## src/rtl/beta_ctrl_pkg.sv

```systemverilog
// Shared encodings for the BETA multicycle control: FSM states, opcode constants,
// PCSEL/WDSEL mux encodings and the opcode class enum used by the decoder.
package beta_ctrl_pkg;

  localparam logic [4:0] XP_REG      = 5'd30;
  localparam int         MEM_TIMEOUT = 0;

  localparam logic [5:0] OPC_LD  = 6'h18;
  localparam logic [5:0] OPC_ST  = 6'h19;
  localparam logic [5:0] OPC_JMP = 6'h1B;
  localparam logic [5:0] OPC_BEQ = 6'h1C;
  localparam logic [5:0] OPC_BNE = 6'h1D;
  localparam logic [5:0] OPC_LDR = 6'h1F;

  localparam logic [2:0] PCSEL_INC   = 3'd0;
  localparam logic [2:0] PCSEL_BR    = 3'd1;
  localparam logic [2:0] PCSEL_JMP   = 3'd2;
  localparam logic [2:0] PCSEL_ILLOP = 3'd3;
  localparam logic [2:0] PCSEL_XADR  = 3'd4;

  localparam logic [1:0] WDSEL_PC4 = 2'd0;
  localparam logic [1:0] WDSEL_ALU = 2'd1;
  localparam logic [1:0] WDSEL_MEM = 2'd2;

  typedef enum logic [2:0] {
    ST_RST,
    ST_FETCH,
    ST_DECODE,
    ST_EXEC,
    ST_MEM,
    ST_TRAP
  } state_t;

  typedef enum logic [2:0] {
    CLS_OP,
    CLS_LD,
    CLS_ST,
    CLS_JMP,
    CLS_BEQ,
    CLS_BNE,
    CLS_LDR,
    CLS_ILL
  } op_class_t;

endpackage

```

## src/rtl/beta_op_decode.sv

```systemverilog
// Combinational opcode classifier: maps IR[31:26] to an instruction class and a
// legal flag. OP/OPC covers every opcode with bit 5 set except function codes 7 and F.
module beta_op_decode
  import beta_ctrl_pkg::*;
(
  input  logic [5:0] opcode,
  output op_class_t  cls,
  output logic       legal
);

  always_comb begin
    cls = CLS_ILL;
    case (opcode)
      OPC_LD:  cls = CLS_LD;
      OPC_ST:  cls = CLS_ST;
      OPC_JMP: cls = CLS_JMP;
      OPC_BEQ: cls = CLS_BEQ;
      OPC_BNE: cls = CLS_BNE;
      OPC_LDR: cls = CLS_LDR;
      default: begin
        if (opcode[5] && (opcode[3:0] != 4'h7) && (opcode[3:0] != 4'hF))
          cls = CLS_OP;
      end
    endcase
    legal = (cls != CLS_ILL);
  end

endmodule

```

## src/rtl/beta_mc_control.sv

```systemverilog
// Multicycle control FSM for the BETA datapath (fetch/decode/exec/mem/trap over one
// memory port). Optional interrupt trap in DECODE is enabled by defining BETA_IRQ_EN.
module beta_mc_control
  import beta_ctrl_pkg::*;
(
  input  logic       clk,
  input  logic       reset_n,
  input  logic [5:0] opcode,
  input  logic       z,
  input  logic       irq,
  input  logic       pc_super,
  input  logic       mem_ack,
  output logic       mem_req,
  output logic       mem_we,
  output logic       ir_load,
  output logic       pc_load,
  output logic [2:0] pcsel,
  output logic       asel,
  output logic       bsel,
  output logic       ra2sel,
  output logic [1:0] wdsel,
  output logic       werf,
  output logic       wasel,
  output logic [3:0] alu_op
);

  state_t    state, state_next;
  op_class_t cls;
  logic      legal;
  logic      irq_take;
  logic      trap_irq;

  beta_op_decode u_decode (
    .opcode (opcode),
    .cls    (cls),
    .legal  (legal)
  );

`ifdef BETA_IRQ_EN
  assign irq_take = irq && !pc_super;
`else
  logic unused_irq;
  assign irq_take   = 1'b0;
  assign unused_irq = &{1'b0, irq, pc_super};
`endif

  // trap_irq remembers why DECODE went to TRAP so the vector can be chosen there
  always_ff @(posedge clk) begin
    if (!reset_n) begin
      state    <= ST_RST;
      trap_irq <= 1'b0;
    end else begin
      state <= state_next;
      if (state == ST_DECODE)
        trap_irq <= irq_take;
    end
  end

  always_comb begin
    state_next = state;
    case (state)
      ST_RST:    state_next = ST_FETCH;
      ST_FETCH:  if (mem_ack) state_next = ST_DECODE;
      ST_DECODE: state_next = (irq_take || !legal) ? ST_TRAP : ST_EXEC;
      ST_EXEC:   state_next = (cls == CLS_LD || cls == CLS_ST || cls == CLS_LDR) ? ST_MEM : ST_FETCH;
      ST_MEM:    if (mem_ack) state_next = ST_FETCH;
      ST_TRAP:   state_next = ST_FETCH;
      default:   state_next = ST_RST;
    endcase
  end

  always_comb begin
    mem_req = 1'b0;
    mem_we  = 1'b0;
    ir_load = 1'b0;
    pc_load = 1'b0;
    pcsel   = PCSEL_INC;
    asel    = 1'b0;
    bsel    = 1'b0;
    ra2sel  = 1'b0;
    wdsel   = WDSEL_PC4;
    werf    = 1'b0;
    wasel   = 1'b0;
    alu_op  = 4'h0;
    case (state)
      ST_FETCH: begin
        mem_req = 1'b1;
        ir_load = mem_ack;
      end
      ST_EXEC: begin
        case (cls)
          CLS_OP: begin
            pc_load = 1'b1;
            werf    = 1'b1;
            wdsel   = WDSEL_ALU;
            bsel    = opcode[4];
            alu_op  = opcode[3:0];
          end
          CLS_JMP: begin
            pc_load = 1'b1;
            werf    = 1'b1;
            pcsel   = PCSEL_JMP;
          end
          CLS_BEQ, CLS_BNE: begin
            pc_load = 1'b1;
            werf    = 1'b1;
            if ((cls == CLS_BEQ) ? z : !z)
              pcsel = PCSEL_BR;
          end
          default: ;
        endcase
      end
      // Address/data selects stay put for the whole wait so memory sees a stable request
      ST_MEM: begin
        mem_req = 1'b1;
        mem_we  = (cls == CLS_ST);
        bsel    = (cls == CLS_LD) || (cls == CLS_ST);
        asel    = (cls == CLS_LDR);
        ra2sel  = (cls == CLS_ST);
        if (mem_ack) begin
          pc_load = 1'b1;
          if (cls != CLS_ST) begin
            werf  = 1'b1;
            wdsel = WDSEL_MEM;
          end
        end
      end
      ST_TRAP: begin
        werf    = 1'b1;
        wasel   = 1'b1;
        pc_load = 1'b1;
        pcsel   = trap_irq ? PCSEL_XADR : PCSEL_ILLOP;
      end
      default: ;
    endcase
  end

endmodule

```

## config.mk

```make
export PLATFORM = sky130hd
export DESIGN_NAME = beta_mc_control
export DESIGN_NICKNAME = d
export VERILOG_FILES = /design/src/rtl/beta_ctrl_pkg.sv /design/src/rtl/beta_op_decode.sv /design/src/rtl/beta_mc_control.sv
export SDC_FILE = /design/constraint.sdc
export NUM_CORES = 1
export LEC_CHECK = 0
export CAP_MARGIN = 0
export CORE_MARGIN = 8
export CORE_UTILIZATION = 33
export DETAILED_ROUTE_END_ITERATION = 10
export GPL_ROUTABILITY_DRIVEN = 0
export PLACE_DENSITY = 0.73
export SYNTH_ARGS = -nofsm -noshare
export SYNTH_HDL_FRONTEND = slang
export SYNTH_SLANG_ARGS = --single-unit
```

## constraint.sdc

```tcl
create_clock -name clk -period 1.18 [get_ports clk]
set_clock_uncertainty 0.05 [all_clocks]
set_input_delay 0.118 -clock clk [delete_from_list [all_inputs] [get_ports clk]]
set_output_delay 0.118 -clock clk [all_outputs]
set_load 0.005 [all_outputs]
```

* Word-level counts from Yosys, hierarchy flattened
Cells that the tools add are included.
Widths: inputs -> output; s select.
** Word-level totals
- Logic and storage cells :: 66
- Register bits after elaboration :: 3
- Output and inout bits :: 18
- Bits in read-only memories :: 0
- Bits in latches :: 0
- Memories kept :: 0
- Memory bits (writable) :: 0
** Cells by class
- Divide/modulo/power cells :: 0
- $add $sub $neg :: 0
- Reductions and logical operators :: 12
- Equal/unequal tests :: 23
- Muxes and demuxes :: 30
- Bitwise operators :: 0
- Multipliers :: 0
- Magnitude comparators :: 0
- Shift-type cells :: 0
** Operator list (number)
- $eq 6x5->1 const B :: 6
- $pmux 3 s6 :: 1
- $eq 3x3->1 const B :: 5
- $mux 3 :: 5
- $pmux 3 s5 :: 1
- $mux 1 :: 13
- $eq 3x2->1 const B :: 4
- $pmux 2 s2 :: 3
- $mux 4 :: 2
- $eq 3x1->1 const B :: 2
- $logic_not 3->1 :: 2
- $pmux 1 s3 :: 2
- $reduce_or 2->1 :: 3
- $mux 2 :: 2
- $ne 2x2->1 const B :: 2
- $ne 4x3->1 const B :: 1
- $ne 4x4->1 const B :: 1
- $reduce_or 4->1 :: 1
- $ne 3x2->1 const B :: 1
- $ne 3x3->1 const B :: 1
- $logic_and 1x1->1 :: 2
- $logic_or 1x1->1 :: 2
- $pmux 1 s2 :: 1
- $reduce_and 2->1 :: 1
- $logic_not 1->1 :: 1

* Logic depth before layout (Yosys ltp)
Gate-level depths: netlist of run 1.
- Depth in word-level cells :: 10
- Gate-level depth with buffers :: 5

* Hierarchy
From an unflattened synthesis of run 1, not the netlist that was laid out.
** Unflattened totals
- Cells, all modules :: 84
- Area total of the unflattened synthesis :: 564.3 um2
** Modules (own cells, without submodules)
- beta_mc_control :: times used 1, cells an instance 64, sequential area each 60.1 um2, area each 456.7 um2
- beta_op_decode :: times used 1, cells an instance 20, sequential area each 0.0 um2, area each 107.6 um2

* Worst setup path before layout of run 1
Ideal clock, no wire load.
- Path kind :: register to output
- Start :: register state[2]
- End :: output bsel
- Setup slack :: -0.070 ns
- Stages on the path, launching flop included :: 6
- Path buffers :: 1
- Arrival time :: 1.082 ns
- Cell sequence :: dfxtp_1 -> clkbuf_2 -> and3b_1 -> and2_2 -> a2bb2oi_1 -> o21ai_0
** On the way
- Longest elaborated chain between the ends :: 2
- Elaborated cells on any way between the ends :: 3
- Those cells by class :: 2 x eq/ne; 1 x mux
** Ends and longest elaborated chain
- start: declaration :: line beta_mc_control.sv:27 : state_t state, state_next;
- start signal: assignment :: line beta_mc_control.sv:53 : state <= state_next;
- $eq 3x3->1 / $eq 3x2->1 (equally long branches) :: line beta_mc_control.sv:85 : case (state)
- $pmux 1 s2 (*) :: line beta_mc_control.sv:85
- end: declaration :: line beta_mc_control.sv:19 : output logic bsel,
Mark *: on every way between the ends. The rest lies on a longest branch, timed or not.

* Worst setup path in the final report of run 1
- Start :: register state[2]
- End :: output alu_op[3]
** On the way
- Longest elaborated chain between the ends :: 2
** Ends and longest elaborated chain
- $eq 3x2->1 :: line beta_mc_control.sv:85
- $mux 4 :: line beta_mc_control.sv:85
- end: declaration :: line beta_mc_control.sv:24 : output logic [3:0] alu_op
Every way passes these cells.

==> impl_results.md, run 1 <==
- Outcome: complete, but fails checks
- Failing checks: setup timing
- Vias/cell: 5.38
- Gr ovfl total: 0
- Routed len/inst: between 15 and 20 microns
- Layout Nets: 138
- Proportion of layout cells with a drive suffix above 1: between 60% and 70%
- Hold path start: opcode[3]
- Vias in the first global route: 720
- CTS Hold Bufs: 0
- TritonCTS clock tree: built
- Clk pwr share: 32.4%
- Psw: 0.000169 W
- Peak supply drop: 0.000486 V
- Antenna Nets Post-Route: 0
- Period utilization: 130%
- Max reg flops: 3
- Final setup violation count: 20
- Ports: 30
- Synth-to-Final Area Change: 102%
- Core ar.: 0.00151 sq mm
- YS warnings: 0
- Critical Path Fanout Max: 5
- Die height: 56.2 microns
- Clk Latency, worst-skew pair: ~0.23 ns
- Worst EP arrival: 1.37 ns
- Part of the power in combinational logic: approximately 46%
- Netlist Area Pre-Place: 534 sq um
- Residual DRC: 0
- Seq pwr share: 21.9%
- Switching share of power: 31.9%
- Largest net degree at the start of global routing: 9
- Post-layout minimum cycle time: 1.53 ns
- Critical Path Source: state[2]
- Number of antenna violations at the first check in global routing: 0
- Largest area contributor in the synthesized netlist: dfxtp_1
- Final Cell Area: around 0.0011 sq mm
- DP Area: about 900 sq um
- Antenna Cells: 0
- #FFs+latches synth: 3
- Post-layout util: 71.7%
- Num CTS Buffers: 3
- Yosys cell types: 37
- Setup TNS: -4.51 ns
- Fmax achieved: 0.652 GHz
- H-tree depth: 1
- Pre-CTS setup slack: -0.969 ns
- Mapped Nets: a little under 90
- Leakage: 0.559 nW
- CP most frequent cell: buf_6
- RSZ-0062 raised after global routing: yes
- Vias: around 760
- PwrDens: 491 mW/mm^2
- Number of iterations in the first detailed-routing pass: 4
- Cell-internal power: 0.000361 W
- Hpwl dp: approximately 1.5 mm
- CTS root buffer: clkbuf_4
- Clock sink count: 3
- Critical path cell sequence: and3b_2 -> buf_6 -> and3_4 -> and2_4 -> buf_6
- Port bufs: 26
- Largest regs: state (3)
- Drt first-iter violations: 24
- Crit Path Class: flop to output pin
- Gr usage total: 12.2%
- Core Rows: 14
- Share of the synthesized area in the top cell type: between 10 and 15%
- Initial Util: 35.5%
- Worst r2r src: state[1]
- Final Hold Vio Count: 0
- Clock Tree Buf Depth: 2
- Worst EP required: 1.01 ns
- Register area share after synthesis: 11.2%
- First-pass GRT wire length: about 3.3 mm
- Die width: between 50 and 60 microns
- Max_cap viols: 0
- CTS clk-pin slew, worst paths: 0.03 ns
- Final Max Tran Viols: 0
- Hold Crit Class: input port to flop
- Die Area: 0.00316 sq mm
- DRT Wirelength: 2.23 mm
- CP peak stage delay: 0.33 ns
- Biggest register: state
- Final WS setup: -0.354 ns
- Synth top area cells: dfxtp_1 11%, nor2_1 6.3%, and3_1 5.9%, buf_4 5.6%, nand2_1 4.9%
- Critical Path End Type: output pin
- Syn Area/Cell: 7.12 sq um
- Worst setup SP type: flop
- Pwr Total: 0.000530 W
- CP max stage cell: dfxtp_2
- Post-Syn Instances: 75
## routing by layer
layer	share of wire (%)	track usage (%)	up-vias
met5	0	0	-
met4	2.7	3.78	0
met3	6.3	4.79	4
met2	51	21.1	31
met1	40	13.3	356
li1	-	-	368
## power groups by stage
stage / Sequential [W] / Clock (W) / Combinational (W)
6_report: 0.000116 / 0.000172 / 0.000242
5_1_grt: 0.000117 / 0.000198 / 0.000260
4_1_cts: 0.000115 / 0.000180 / 0.000213
3_5_place_dp: 0.000115 / 0 / 0.000210
3_3_place_gp: 0.000115 / 0 / 0.000206
2_1_floorplan: 0.000112 / 0 / 0.000102
## what timing repair did
item	CTS	global route
setup endpoints to repair	20	20
buffers inserted	5	3
pin swaps	14	6
resized for setup	80	35
## cell usage after synthesis
master / count
a32o_1: 1
o311ai_0: 1
and3_1: 5
and3_2: 2
nor3_1: 1
o21bai_1: 1
o221ai_1: 1
o21ai_0: 4
nor3b_2: 1
clkbuf_2: 1
conb_1: 1
and2_1: 1
nor2_1: 9
and2_2: 1
or2_0: 1
inv_1: 4
and3b_1: 1
buf_6: 1
and4bb_2: 1
nand2_8: 1
buf_4: 4
dfxtp_1: 3
clkbuf_8: 1
nand2b_1: 1
nand3_1: 5
o211a_1: 1
a21o_2: 1
o31ai_1: 1
xnor2_1: 1
o221a_1: 1
and3b_2: 1
nand2_1: 7
nand3b_1: 3
a21oi_1: 3
buf_2: 1
a2bb2oi_1: 1
o41ai_2: 1
## placed cells by master (no fill, tap or decap), types with 2 or more instances in the layout
master / netlist / routed
nand3_1: 5 / 3
dlygate4sd2_1: 0 / 5
and3b_2: 1 / 2
inv_1: 4 / 3
buf_2: 1 / 11
o21ai_0: 4 / 2
and2_4: 0 / 2
clkdlybuf4s15_1: 0 / 3
buf_6: 1 / 14
nand3b_1: 3 / 3
nor2_4: 0 / 2
clkdlybuf4s50_1: 0 / 2
o21ai_1: 0 / 2
and3_4: 0 / 3
clkbuf_4: 0 / 3
and3_1: 5 / 3
nor2_1: 9 / 7
buf_4: 4 / 18
a21oi_1: 3 / 3
nand2_1: 7 / 5
dfxtp_2: 0 / 2
## worst max-delay path: cells and delay by family, from the launching register on
kind	cells	cell delay, ns
and+or+nand+nor	3	0.60
DFF	1	0.33
buffers and inverters	2	0.21
## through the flow
stage,hold slack [ns],std cells
after CTS,0.439,138
final,0.485,141
after global routing,0.495,141
after floorplan,0.194,75
after global placement,0.588,129
after detailed placement,0.595,129
## logic make-up (layout without fill, tap and decap cells)
kind of cell	Yosys count	count (layout)	synth area share, %
flops	3	3	11.2
compound gates	17	17	24.8
other cells	1	1	0.702
simple gates	41	41	46.6
buf+inv	12	62	15.0
xor+xnor	1	1	1.64
## layout make-up
cell class,count,area [sq um]
Clock buffer,4,26.3
Sequential cell,3,66.3
Tap cell,16,20.0
Timing Repair Buffer,54,447
Multi-Input combinational cell,60,505
Fill cell,113,427
Inverter,4,15.0
## worst paths after layout
path / endpoint / slack, ns / depth (start not counted)
worst max-delay path: alu_op[3] / -0.35 / 5
worst max register to register: state[0] / -0.09 / 5
worst min register to register: state[0] / 0.60 / 2
worst min-delay path: state[1] / 0.48 / 4
(Power assumes the default switching activity.)
==> run 2, diff against run 1 <==
HOLD_SLACK_MARGIN = 0.15   (was not set)
==> results of run 2 <==
Final layout, timing and power as in run 1 (identical DEF).
